===== config.mk =====
export PLATFORM = sky130hd
export DESIGN_NAME = char_render_flat
export DESIGN_NICKNAME = d
export VERILOG_FILES = /design/src/rtl/char_render_if.sv /design/src/rtl/char_render.sv /design/src/flat_wrapper.sv
export SDC_FILE = /design/constraint.sdc
export NUM_CORES = 1
export LEC_CHECK = 0
export ABC_AREA = 1
export CAP_MARGIN = 10
export CELL_PAD_IN_SITES_DETAIL_PLACEMENT = 2
export CELL_PAD_IN_SITES_GLOBAL_PLACEMENT = 2
export CORE_MARGIN = 8
export CORE_UTILIZATION = 25
export DETAILED_ROUTE_END_ITERATION = 12
export PLACE_DENSITY_LB_ADDON = 0.15
export REMOVE_ABC_BUFFERS = 1
export SLEW_MARGIN = 10
export SYNTH_ARGS = -nofsm -noshare
export SYNTH_HDL_FRONTEND = slang
export SYNTH_SLANG_ARGS = --single-unit

===== constraint.sdc =====
create_clock -name pix_clk -period 1.57 [get_ports pix_clk]
set_input_delay 0.2355 -clock pix_clk [delete_from_list [all_inputs] [get_ports pix_clk]]
set_output_delay 0.2355 -clock pix_clk [all_outputs]
set_load 0.05 [all_outputs]

===== src/rtl/char_render_if.sv =====
// Signal bundle between the sync generator / text RAM / glyph ROM side and the
// character renderer. The renderer uses the slave modport; the environment drives through master.
interface char_render_if #(
  parameter int CHAR_W = 8
);
  logic [11:0]       H_count;
  logic [11:0]       V_count;
  logic              hsync;
  logic              vsync;
  logic              vid_active;
  logic [11:0]       txt_addr;
  logic [7:0]        txt_data;
  logic [11:0]       rom_addr;
  logic [CHAR_W-1:0] rom_data;
  logic [6:0]        cursor_col;
  logic [4:0]        cursor_row;
  logic              cursor_en;
  logic [11:0]       rgb;
  logic              hsync_out;
  logic              vsync_out;
  logic              active_out;

  modport slave (
    input  H_count, V_count, hsync, vsync, vid_active,
    input  txt_data, rom_data, cursor_col, cursor_row, cursor_en,
    output txt_addr, rom_addr, rgb, hsync_out, vsync_out, active_out
  );

  modport master (
    output H_count, V_count, hsync, vsync, vid_active,
    output txt_data, rom_data, cursor_col, cursor_row, cursor_en,
    input  txt_addr, rom_addr, rgb, hsync_out, vsync_out, active_out
  );
endinterface


===== src/rtl/char_render.sv =====
// Text-mode pixel renderer: 4-stage pipeline from sync-generator counts to RGB444,
// fetching character codes and glyph rows from external 1-cycle RAM/ROM, with a blinking cursor.
module char_render #(
  parameter int          CHAR_W       = 8,
  parameter int          CHAR_H       = 16,
  parameter int          COLS         = 80,
  parameter int          ROWS         = 30,
  parameter int          BLINK_FRAMES = 30,
  parameter logic [11:0] FG_COLOR     = 12'hFFF,
  parameter logic [11:0] BG_COLOR     = 12'h000
) (
  input  logic         pix_clk,
  input  logic         rst,
  char_render_if.slave bus
);
  localparam int GC_W = $clog2(CHAR_W);
  localparam int GR_W = $clog2(CHAR_H);
  localparam int FC_W = (BLINK_FRAMES > 1) ? $clog2(BLINK_FRAMES) : 1;

  typedef struct packed {
    logic [GR_W-1:0] gRow;
    logic [GC_W-1:0] gCol;
    logic            hit;
    logic            hs;
    logic            vs;
    logic            act;
  } side_t;

  logic [11:0]     w_col;
  logic [11:0]     w_row;
  logic [11:0]     w_cellAddr;
  logic            w_hit;
  logic            w_vsRise;
  logic            w_pixBit;
  logic            w_inv;

  side_t           r_side0;
  side_t           r_side1;
  side_t           r_side2;
  logic [11:0]     r_txtAddr;
  logic [11:0]     r_rgb;
  logic            r_hsOut;
  logic            r_vsOut;
  logic            r_actOut;
  logic            r_vsPrev;
  logic            r_blink;
  logic [FC_W-1:0] r_frameCnt;

  // Cursor coordinates outside the text area must never match, even in blanking.
  always_comb begin
    w_col      = bus.H_count >> GC_W;
    w_row      = bus.V_count >> GR_W;
    w_cellAddr = w_row * 12'(COLS) + w_col;
    w_hit      = bus.cursor_en
                 && (w_col < 12'(COLS)) && (w_row < 12'(ROWS))
                 && (w_col == {5'd0, bus.cursor_col})
                 && (w_row == {7'd0, bus.cursor_row});
    w_vsRise   = bus.vsync & ~r_vsPrev;
    w_pixBit   = bus.rom_data[~r_side2.gCol];
    w_inv      = r_side2.hit & r_blink;
  end

  always_ff @(posedge pix_clk or negedge rst) begin
    if (!rst) begin
      r_txtAddr <= '0;
      r_side0   <= '0;
      r_side1   <= '0;
      r_side2   <= '0;
    end else begin
      r_txtAddr <= bus.vid_active ? w_cellAddr : 12'd0;
      r_side0   <= '{gRow: bus.V_count[GR_W-1:0], gCol: bus.H_count[GC_W-1:0],
                     hit: w_hit, hs: bus.hsync, vs: bus.vsync, act: bus.vid_active};
      r_side1   <= r_side0;
      r_side2   <= r_side1;
    end
  end

  // Stage 3: glyph bit from ROM, optionally inverted by the cursor, forced black in blanking.
  always_ff @(posedge pix_clk or negedge rst) begin
    if (!rst) begin
      r_rgb    <= '0;
      r_hsOut  <= 1'b0;
      r_vsOut  <= 1'b0;
      r_actOut <= 1'b0;
    end else begin
      r_rgb    <= !r_side2.act ? 12'h000 : ((w_pixBit ^ w_inv) ? FG_COLOR : BG_COLOR);
      r_hsOut  <= r_side2.hs;
      r_vsOut  <= r_side2.vs;
      r_actOut <= r_side2.act;
    end
  end

  // Blink phase flips once every BLINK_FRAMES vsync rising edges; it starts visible.
  always_ff @(posedge pix_clk or negedge rst) begin
    if (!rst) begin
      r_vsPrev   <= 1'b0;
      r_frameCnt <= '0;
      r_blink    <= 1'b1;
    end else begin
      r_vsPrev <= bus.vsync;
      if (w_vsRise) begin
        if (r_frameCnt == FC_W'(BLINK_FRAMES - 1)) begin
          r_frameCnt <= '0;
          r_blink    <= ~r_blink;
        end else begin
          r_frameCnt <= r_frameCnt + 1'b1;
        end
      end
    end
  end

  assign bus.txt_addr   = r_txtAddr;
  assign bus.rom_addr   = {bus.txt_data, 4'(r_side1.gRow)};
  assign bus.rgb        = r_rgb;
  assign bus.hsync_out  = r_hsOut;
  assign bus.vsync_out  = r_vsOut;
  assign bus.active_out = r_actOut;
endmodule


===== src/flat_wrapper.sv =====
// flat-port wrapper written by rule: the top's interface ports become plain ports
module char_render_flat 
#(
  parameter int          CHAR_W       = 8,
  parameter int          CHAR_H       = 16,
  parameter int          COLS         = 80,
  parameter int          ROWS         = 30,
  parameter int          BLINK_FRAMES = 30,
  parameter logic [11:0] FG_COLOR     = 12'hFFF,
  parameter logic [11:0] BG_COLOR     = 12'h000
)
  (pix_clk, rst, bus_H_count, bus_V_count, bus_hsync, bus_vsync, bus_vid_active, bus_txt_data, bus_rom_data, bus_cursor_col, bus_cursor_row, bus_cursor_en, bus_txt_addr, bus_rom_addr, bus_rgb, bus_hsync_out, bus_vsync_out, bus_active_out);
  char_render_if #(.CHAR_W(CHAR_W)) bus_i ();
  input  logic pix_clk;
  input  logic rst;
  input wire logic [$bits(bus_i.H_count)-1:0] bus_H_count;
  input wire logic [$bits(bus_i.V_count)-1:0] bus_V_count;
  input wire logic [$bits(bus_i.hsync)-1:0] bus_hsync;
  input wire logic [$bits(bus_i.vsync)-1:0] bus_vsync;
  input wire logic [$bits(bus_i.vid_active)-1:0] bus_vid_active;
  input wire logic [$bits(bus_i.txt_data)-1:0] bus_txt_data;
  input wire logic [$bits(bus_i.rom_data)-1:0] bus_rom_data;
  input wire logic [$bits(bus_i.cursor_col)-1:0] bus_cursor_col;
  input wire logic [$bits(bus_i.cursor_row)-1:0] bus_cursor_row;
  input wire logic [$bits(bus_i.cursor_en)-1:0] bus_cursor_en;
  output wire logic [$bits(bus_i.txt_addr)-1:0] bus_txt_addr;
  output wire logic [$bits(bus_i.rom_addr)-1:0] bus_rom_addr;
  output wire logic [$bits(bus_i.rgb)-1:0] bus_rgb;
  output wire logic [$bits(bus_i.hsync_out)-1:0] bus_hsync_out;
  output wire logic [$bits(bus_i.vsync_out)-1:0] bus_vsync_out;
  output wire logic [$bits(bus_i.active_out)-1:0] bus_active_out;
  assign bus_i.H_count = bus_H_count;
  assign bus_i.V_count = bus_V_count;
  assign bus_i.hsync = bus_hsync;
  assign bus_i.vsync = bus_vsync;
  assign bus_i.vid_active = bus_vid_active;
  assign bus_i.txt_data = bus_txt_data;
  assign bus_i.rom_data = bus_rom_data;
  assign bus_i.cursor_col = bus_cursor_col;
  assign bus_i.cursor_row = bus_cursor_row;
  assign bus_i.cursor_en = bus_cursor_en;
  assign bus_txt_addr = bus_i.txt_addr;
  assign bus_rom_addr = bus_i.rom_addr;
  assign bus_rgb = bus_i.rgb;
  assign bus_hsync_out = bus_i.hsync_out;
  assign bus_vsync_out = bus_i.vsync_out;
  assign bus_active_out = bus_i.active_out;
  char_render #(.CHAR_W(CHAR_W), .CHAR_H(CHAR_H), .COLS(COLS), .ROWS(ROWS), .BLINK_FRAMES(BLINK_FRAMES), .FG_COLOR(FG_COLOR), .BG_COLOR(BG_COLOR)) u_core (.pix_clk(pix_clk), .rst(rst), .bus(bus_i));
endmodule

==> flow_metrics.env, run 1 <==
export IMPL_postCtsSetupBuffers=0
export IMPL_drc=0
export IMPL_cp_end_kind="register"
export IMPL_arrival_ns=2.10
export IMPL_critical_path_top_delay_family="adder cells"
export IMPL_avgSynthCellArea_um2=9.651
export IMPL_rsz0062_at_grt="yes"
export IMPL_hpwl_mm=6.078
export IMPL_r2r_start="u_core.r_frameCnt[1]"
export IMPL_multi_input_comb_area_um2=953.4
export IMPL_cpPeakStageDelay_ns=0.52
export IMPL_ys_ff_latch=51
export IMPL_fp_coreArea_um2=9684
export IMPL_gr_usage_all_layers_pct=11.59
export IMPL_place_inst=469
export IMPL_skew_ns=0.004897
export IMPL_cp_num_buf_inv=2
export IMPL_r2r_end="u_core.r_blink"
export IMPL_chipHeight_um=115.2
export IMPL_clkSinkCount=51
export IMPL_period_share_pct=118.5
export IMPL_viasPerCell=4.241
export IMPL_grt_pass1_vias=2365
export IMPL_ir_worst_vdd_mv=0.3137
export IMPL_crit_chain="buf_8 > ha_4 > ha_4 > fa_1 > ha_4 > nand2_2 > inv_2 > nand2_1 > nand3_2 > nand3_2 > nand2_1 > nand2_1 > nor2_1"
export IMPL_die_area_um2=13280
export IMPL_io_pins=97
export IMPL_grt_pass1_wl_mm=11.92
export IMPL_ys_types=31
export IMPL_antenna_found_initial=0
export IMPL_cp_start_kind="input pin"
export IMPL_fp_dieW_um=115.2
export IMPL_setup_tns_ns=-0.9202
export IMPL_hold_class="register to register"
export IMPL_power_leakage_nw=1.783
export IMPL_crit_required_ns=1.81
export IMPL_reg2reg_slack_ns=0.25
export IMPL_crit_path_start="bus_V_count[7]"
export IMPL_gp_congestion=0.7283
export IMPL_setup_slack_ns=-0.2905
export IMPL_regArea_um2=1277
export IMPL_layout_drive_gt1_share_pct=26.09
export IMPL_holdPathStages=0
export IMPL_root_buffer="clkbuf_8"
export IMPL_row_count=36
export IMPL_drt_pass1_iterations=4
export IMPL_maxCapViolCount=0
export IMPL_instances_no_fill=478
export IMPL_drt_iter0_drc=36
export IMPL_ant_nets=0
export IMPL_fin_nets=420
export IMPL_crit_type="input pin to register"
export IMPL_clkTransAtPathRegs_ns=0.09
export IMPL_via_count=2027
export IMPL_cp_depth=13
export IMPL_cp_max_fo=3
export IMPL_setup_viol=4
export IMPL_start_util_pct=25.41
export IMPL_slew_headroom_pct=76.69
export IMPL_routed_wirelength_mm=7.315
export IMPL_htree_levels=2
export IMPL_clock_path_buffers=2
export IMPL_syn_inst=255
export IMPL_numCtsBuffers=5
export IMPL_outcome="finished, violations left"
export IMPL_reg2reg_depth=5
export IMPL_finalHoldViolCount=0
export IMPL_final_util_pct=38.00
export IMPL_area_growth_pct=49.52
export IMPL_ys_warn_count=0
export IMPL_crit_path_end="u_core.bus.txt_addr[11]"
export IMPL_antennaDiodeCount=0
export IMPL_post_route_min_period_ns=1.861
export IMPL_tightest_slew_ns=0.3496
export IMPL_slew_violations=0
export IMPL_clk_insertion_delay_late_ns=0.30
export IMPL_gr_total_overflow=0
export IMPL_cts_tree="built"
export IMPL_cpMaxStageDelayCell="fa_1"
export IMPL_fill_cells=1074
export IMPL_portBuffers=80
export IMPL_seq_area_frac_synth_pct=51.91
export IMPL_power_density_nw_per_um2=967.5
export IMPL_grt_max_degree=21
export IMPL_syn_area_um2=2461
export IMPL_fmax_ghz=0.5375
export IMPL_wl_per_cell_um=15.30
export IMPL_violations="negative setup slack"
[Yosys cell counts]
master	instances	area, um2
a211oi_1	1	7.510
a21o_1	1	7.510
a21oi_1	12	60.06
a22o_1	1	8.760
buf_4	23	172.7
clkbuf_8	1	13.76
clkinv_1	1	3.750
dfrtp_1	50	1251
dfstp_2	1	26.28
fa_1	2	40.04
ha_1	16	200.2
inv_1	29	108.9
inv_2	4	15.01
nand2_1	40	150.1
nand2_2	1	6.260
nand3_1	21	105.1
nand3_2	1	10.01
nand3b_1	1	7.510
nand4_1	1	6.260
nor2_1	23	86.33
nor2_2	1	6.260
nor3_1	1	5.000
o2111ai_1	1	8.760
o21ai_0	4	20.02
o21ai_1	5	25.02
o22ai_1	4	25.02
o32ai_1	1	8.760
or2_0	1	6.260
xnor2_1	3	26.28
xor2_1	3	26.28
xor2_2	1	16.27
[final cells by class]
type / instances / share of cell area [%]
Tap cell: 133 / 4.522
Clock inverter: 2 / 0.3400
Sequential cell: 51 / 34.72
Timing Repair Buffer: 106 / 29.07
Clock buffer: 6 / 1.972
Inverter: 34 / 3.468
Multi-Input combinational cell: 146 / 25.91
[kinds of logic after synthesis]
family	count (synthesis)	synth area share, %
flops	51	51.91
compound gates	30	6.965
fa+ha+maj	18	9.761
xor+xnor	7	2.797
buf+inv	58	12.76
simple gates	91	15.81
[report_power, final]
part           switching, mW  internal, mW
logic                  0.703         0.557
registers             0.0887          1.47
clock network          0.429         0.313
total                   1.22          2.34
[registers in the layout (all words and copies together), names as in the netlist]
name and cells:
u_core.bus.rom_addr 4, u_core.bus.hsync_out 1, u_core.r_side2 7, u_core.bus.rgb 1, u_core.r_frameCnt 5, u_core.bus.vsync_out 1, u_core.bus.active_out 1, u_core.r_side0 11
u_core.bus.txt_addr 12, u_core.r_side1 7, u_core.r_blink 1
[metal layers]
metal / track usage, % / up-vias / share of wire [%]
met2: 22.21 / 66 / 54
li1: - / 966 / -
met4: 3.152 / 0 / 1.0
met5: 0 / - / 0
met1: 12.26 / 990 / 40
met3: 2.784 / 5 / 5.4
[worst min-delay path by stage]
stage	startpoint	endpoint	slack [ns]
6_report	u_core.r_side0[6]	u_core.r_side1[6]	0.35
5_1_grt	bus_H_count[1]	u_core.r_side0[5]	0.35
4_1_cts	u_core.r_side0[2]	u_core.r_side1[2]	0.35
3_5_place_dp	rst	u_core.r_side2[4]	0.17
3_3_place_gp	rst	u_core.r_side2[5]	0.16
2_1_floorplan	rst	u_core.bus.active_out	-0.06
[layout by cell type (no fill, tap or decap), drive strengths merged, types with 2 or more instances in the layout]
cell type      count
buf               61
dfrtp             50
clkdlybuf4s50     43
nand2             41
inv               33
nor2              24
nand3             22
ha                16
a21oi             12
o21ai              9
clkbuf             7
o22ai              4
xor2               4
xnor2              3
fa                 2
clkinv             2
[metrics by stage]
step	hold WS, ns	setup WS [ns]	area (um2)	power (mW)
2_1_floorplan	-0.06009	-2.526	2275	2.201
3_3_place_gp	0.1618	-1.058	3510	2.774
3_5_place_dp	0.1704	-1.116	3510	2.814
4_1_cts	0.3527	-0.3124	3681	3.626
5_1_grt	0.3513	-0.3458	3680	3.795
6_report	0.3512	-0.2905	3680	3.560
[what timing repair did]
| item | in CTS | in global routing |
|---|---|---|
| hold buffers | 1 | 0 |
| setup endpoints to repair | 6 | 4 |
| gates resized for setup | 36 | 3 |
| pin swaps | 10 | 6 |
| hold endpoints to repair | 9 | 0 |
(Power assumes the default switching activity.)
==> run 2, diff against run 1 <==
Settings changed: CORE_MARGIN 8 to not set, CTS_BUF_LIST set to sky130_fd_sc_hd__clkbuf_8 sky130_fd_sc_hd__clkbuf_16, SLEW_MARGIN 10 to not set.
==> run 2 against run 1 <==
Against the previous run: the flow still finishes with violations (negative setup slack); clock-buffer cell count shrank 1; sequential share of layout area is 0.61 points lower; setup slack improved by 0.039 ns; cell area increased by 1.8%; routed wire length decreased by 8.2%; non-clock buffer count fell by 1; cell count fell by 1.0%; core utilization rose by 2.0 points; via count is 1.6% lower; first-iteration DRC count shrank 8.3%; clock power is 23% higher.
==> flow_metrics.env, run 2 (same netlist as run 1, synthesis figures left out) <==
export IMPL_min_from="u_core.r_side1[0]"
export IMPL_tightest_slew_ns=0.4599
export IMPL_fill_cells=1035
export IMPL_die_area_um2=10250
export IMPL_fp_coreArea_um2=9371
export IMPL_cp_max_fo=3
export IMPL_drc=0
export IMPL_r2r_end="u_core.r_blink"
export IMPL_via_count=1995
export IMPL_skew_ns=0.007275
export IMPL_ir_worst_vdd_mv=0.3397
export IMPL_place_inst=462
export IMPL_grt_pass1_wl_mm=11.45
export IMPL_post_route_min_period_ns=1.822
export IMPL_holdPathStages=0
export IMPL_grt_max_degree=25
export IMPL_portBuffers=80
export IMPL_cp_start_kind="input pin"
export IMPL_cts_tree="built"
export IMPL_layout_commonest_cell="dfrtp_1"
export IMPL_total_power_mw=3.766
export IMPL_reg2reg_depth=5
export IMPL_clkSinkCount=51
export IMPL_fp_dieW_um=101.2
export IMPL_slew_headroom_pct=69.34
export IMPL_grt_pass1_vias=2331
export IMPL_fmax_ghz=0.5489
export IMPL_timing_hold_ws_ns=0.3560
export IMPL_viasPerCell=4.218
export IMPL_io_pins=97
export IMPL_hold_path_endpoint="u_core.r_side2[0]"
export IMPL_row_count=35
export IMPL_gr_total_overflow=0
export IMPL_setup_viol=4
export IMPL_final_cell_mix="dfrtp_1 (50), clkdlybuf4s50_1 (43), buf_4 (40)"
export IMPL_violations="negative setup slack"
export IMPL_gr_usage_all_layers_pct=14.77
export IMPL_fin_nets=419
export IMPL_clk_insertion_delay_late_ns=0.31
export IMPL_power_density_nw_per_um2=1005
export IMPL_setup_slack_ns=-0.2520
export IMPL_root_buffer="clkbuf_8"
export IMPL_period_share_pct=116.0
export IMPL_r2r_start="u_core.r_frameCnt[1]"
export IMPL_cpMaxStageDelayCell="fa_2"
export IMPL_instances_no_fill=473
export IMPL_clock_path_buffers=2
export IMPL_crit_required_ns=1.81
export IMPL_finalHoldViolCount=0
export IMPL_antennaDiodeCount=0
export IMPL_critical_path_top_delay_family="adder cells"
export IMPL_power_leakage_nw=1.799
export IMPL_hpwl_mm=5.434
export IMPL_slew_violations=0
export IMPL_largest_reg_flops=12
export IMPL_numCtsBuffers=5
export IMPL_routed_wirelength_mm=6.714
export IMPL_dp_slack_ns=-1.196
export IMPL_wl_per_cell_um=14.19
export IMPL_cpPeakStageDelay_ns=0.45
export IMPL_cp_end_kind="register"
export IMPL_htree_levels=2
export IMPL_clkTransAtPathRegs_ns=0.09
export IMPL_arrival_ns=2.06
export IMPL_drt_pass1_iterations=3
export IMPL_reg2reg_slack_ns=0.18
export IMPL_drt_iter0_drc=33
export IMPL_chipHeight_um=101.2
export IMPL_crit_type="input pin to register"
export IMPL_cp_num_buf_inv=2
export IMPL_crit_chain="buf_8 > ha_4 > ha_4 > fa_2 > ha_4 > nand2_2 > inv_2 > nand3_2 > nand3_2 > nand3_2 > nand2_1 > nand2_1 > nor2_1"
export IMPL_start_util_pct=26.26
export IMPL_outcome="finished, violations left"
export IMPL_antenna_found_initial=0
export IMPL_hold_class="register to register"
export IMPL_ant_nets=0
export IMPL_rsz0062_at_grt="yes"
export IMPL_maxCapViolCount=0
export IMPL_area_growth_pct=52.21
export IMPL_gp_congestion=0.7311
export IMPL_layout_drive_gt1_share_pct=27.91
-- run 2: changes by cell type in the layout (fill, tap and decap cells not counted), moves of 2 or more --
cell     previous run  this run
a21oi_1            11         9
a21oi_2             1         3
buf_4              43        40
ha_4                5         7
nand2_1            38        36
nand2_2             3         5
-- run 2: report_power, final --
part / switching [mW] / internal (mW)
registers: 0.0883 / 1.47
logic: 0.716 / 0.577
clock network: 0.445 / 0.470
total: 1.25 / 2.52
-- run 2: how the worst max path moves through the flow --
| stage | slack [ns] | start | to | cells after the start |
|---|---|---|---|---|
| floorplan | -2.53 | u_core.bus.rgb[10] | bus_rgb[0] | 0 |
| global route | -0.34 | bus_V_count[5] | u_core.bus.txt_addr[11] | 13 |
| global placement | -1.09 | bus_V_count[5] | u_core.bus.txt_addr[11] | 13 |
| CTS | -0.33 | bus_V_count[7] | u_core.bus.txt_addr[11] | 13 |
| detailed placement | -1.20 | bus_V_count[7] | u_core.bus.txt_addr[11] | 13 |
| finish | -0.25 | bus_V_count[5] | u_core.bus.txt_addr[11] | 13 |
-- run 2: repair_timing --
| item | CTS | global route |
|---|---|---|
| hold buffers | 1 | 0 |
| pin swaps | 12 | 8 |
| resized for setup | 43 | 6 |
| setup buffers | 1 | 1 |
| hold endpoints to repair | 16 | 0 |
| endpoints found under the setup margin | 6 | 4 |
-- run 2: final cells by class --
cell class / count / area, um2 / share of cell area [%]
flip-flops and latches: 51 / 1277 / 34.10
clock buffers: 5 / 68.82 / 1.837
multi-input cells: 146 / 996.0 / 26.59
well taps: 129 / 161.4 / 4.309
clock inverters: 3 / 41.29 / 1.102
inverters: 34 / 127.6 / 3.407
repair buffers: 105 / 1074 / 28.66
-- run 2: through the flow --
stage	cell area (um2)	utilization (%)	TNS [ns]
3_5_place_dp	3482	37.16	-5.541
3_3_place_gp	3482	37.16	-5.172
2_1_floorplan	2275	-	-31.89
6_report	3746	39.97	-0.8861
4_1_cts	3711	39.60	-1.132
5_1_grt	3746	39.97	-1.096
-- run 2: layer usage --
metal	vias up	routed length (um)	share of wire [%]	GRT usage, %
met3	6	270	4.0	2.830
met5	-	0	0	0
met1	962	2697	40	16.30
li1	965	-	-	-
met4	0	124	1.8	6.020
met2	62	3621	54	27.68
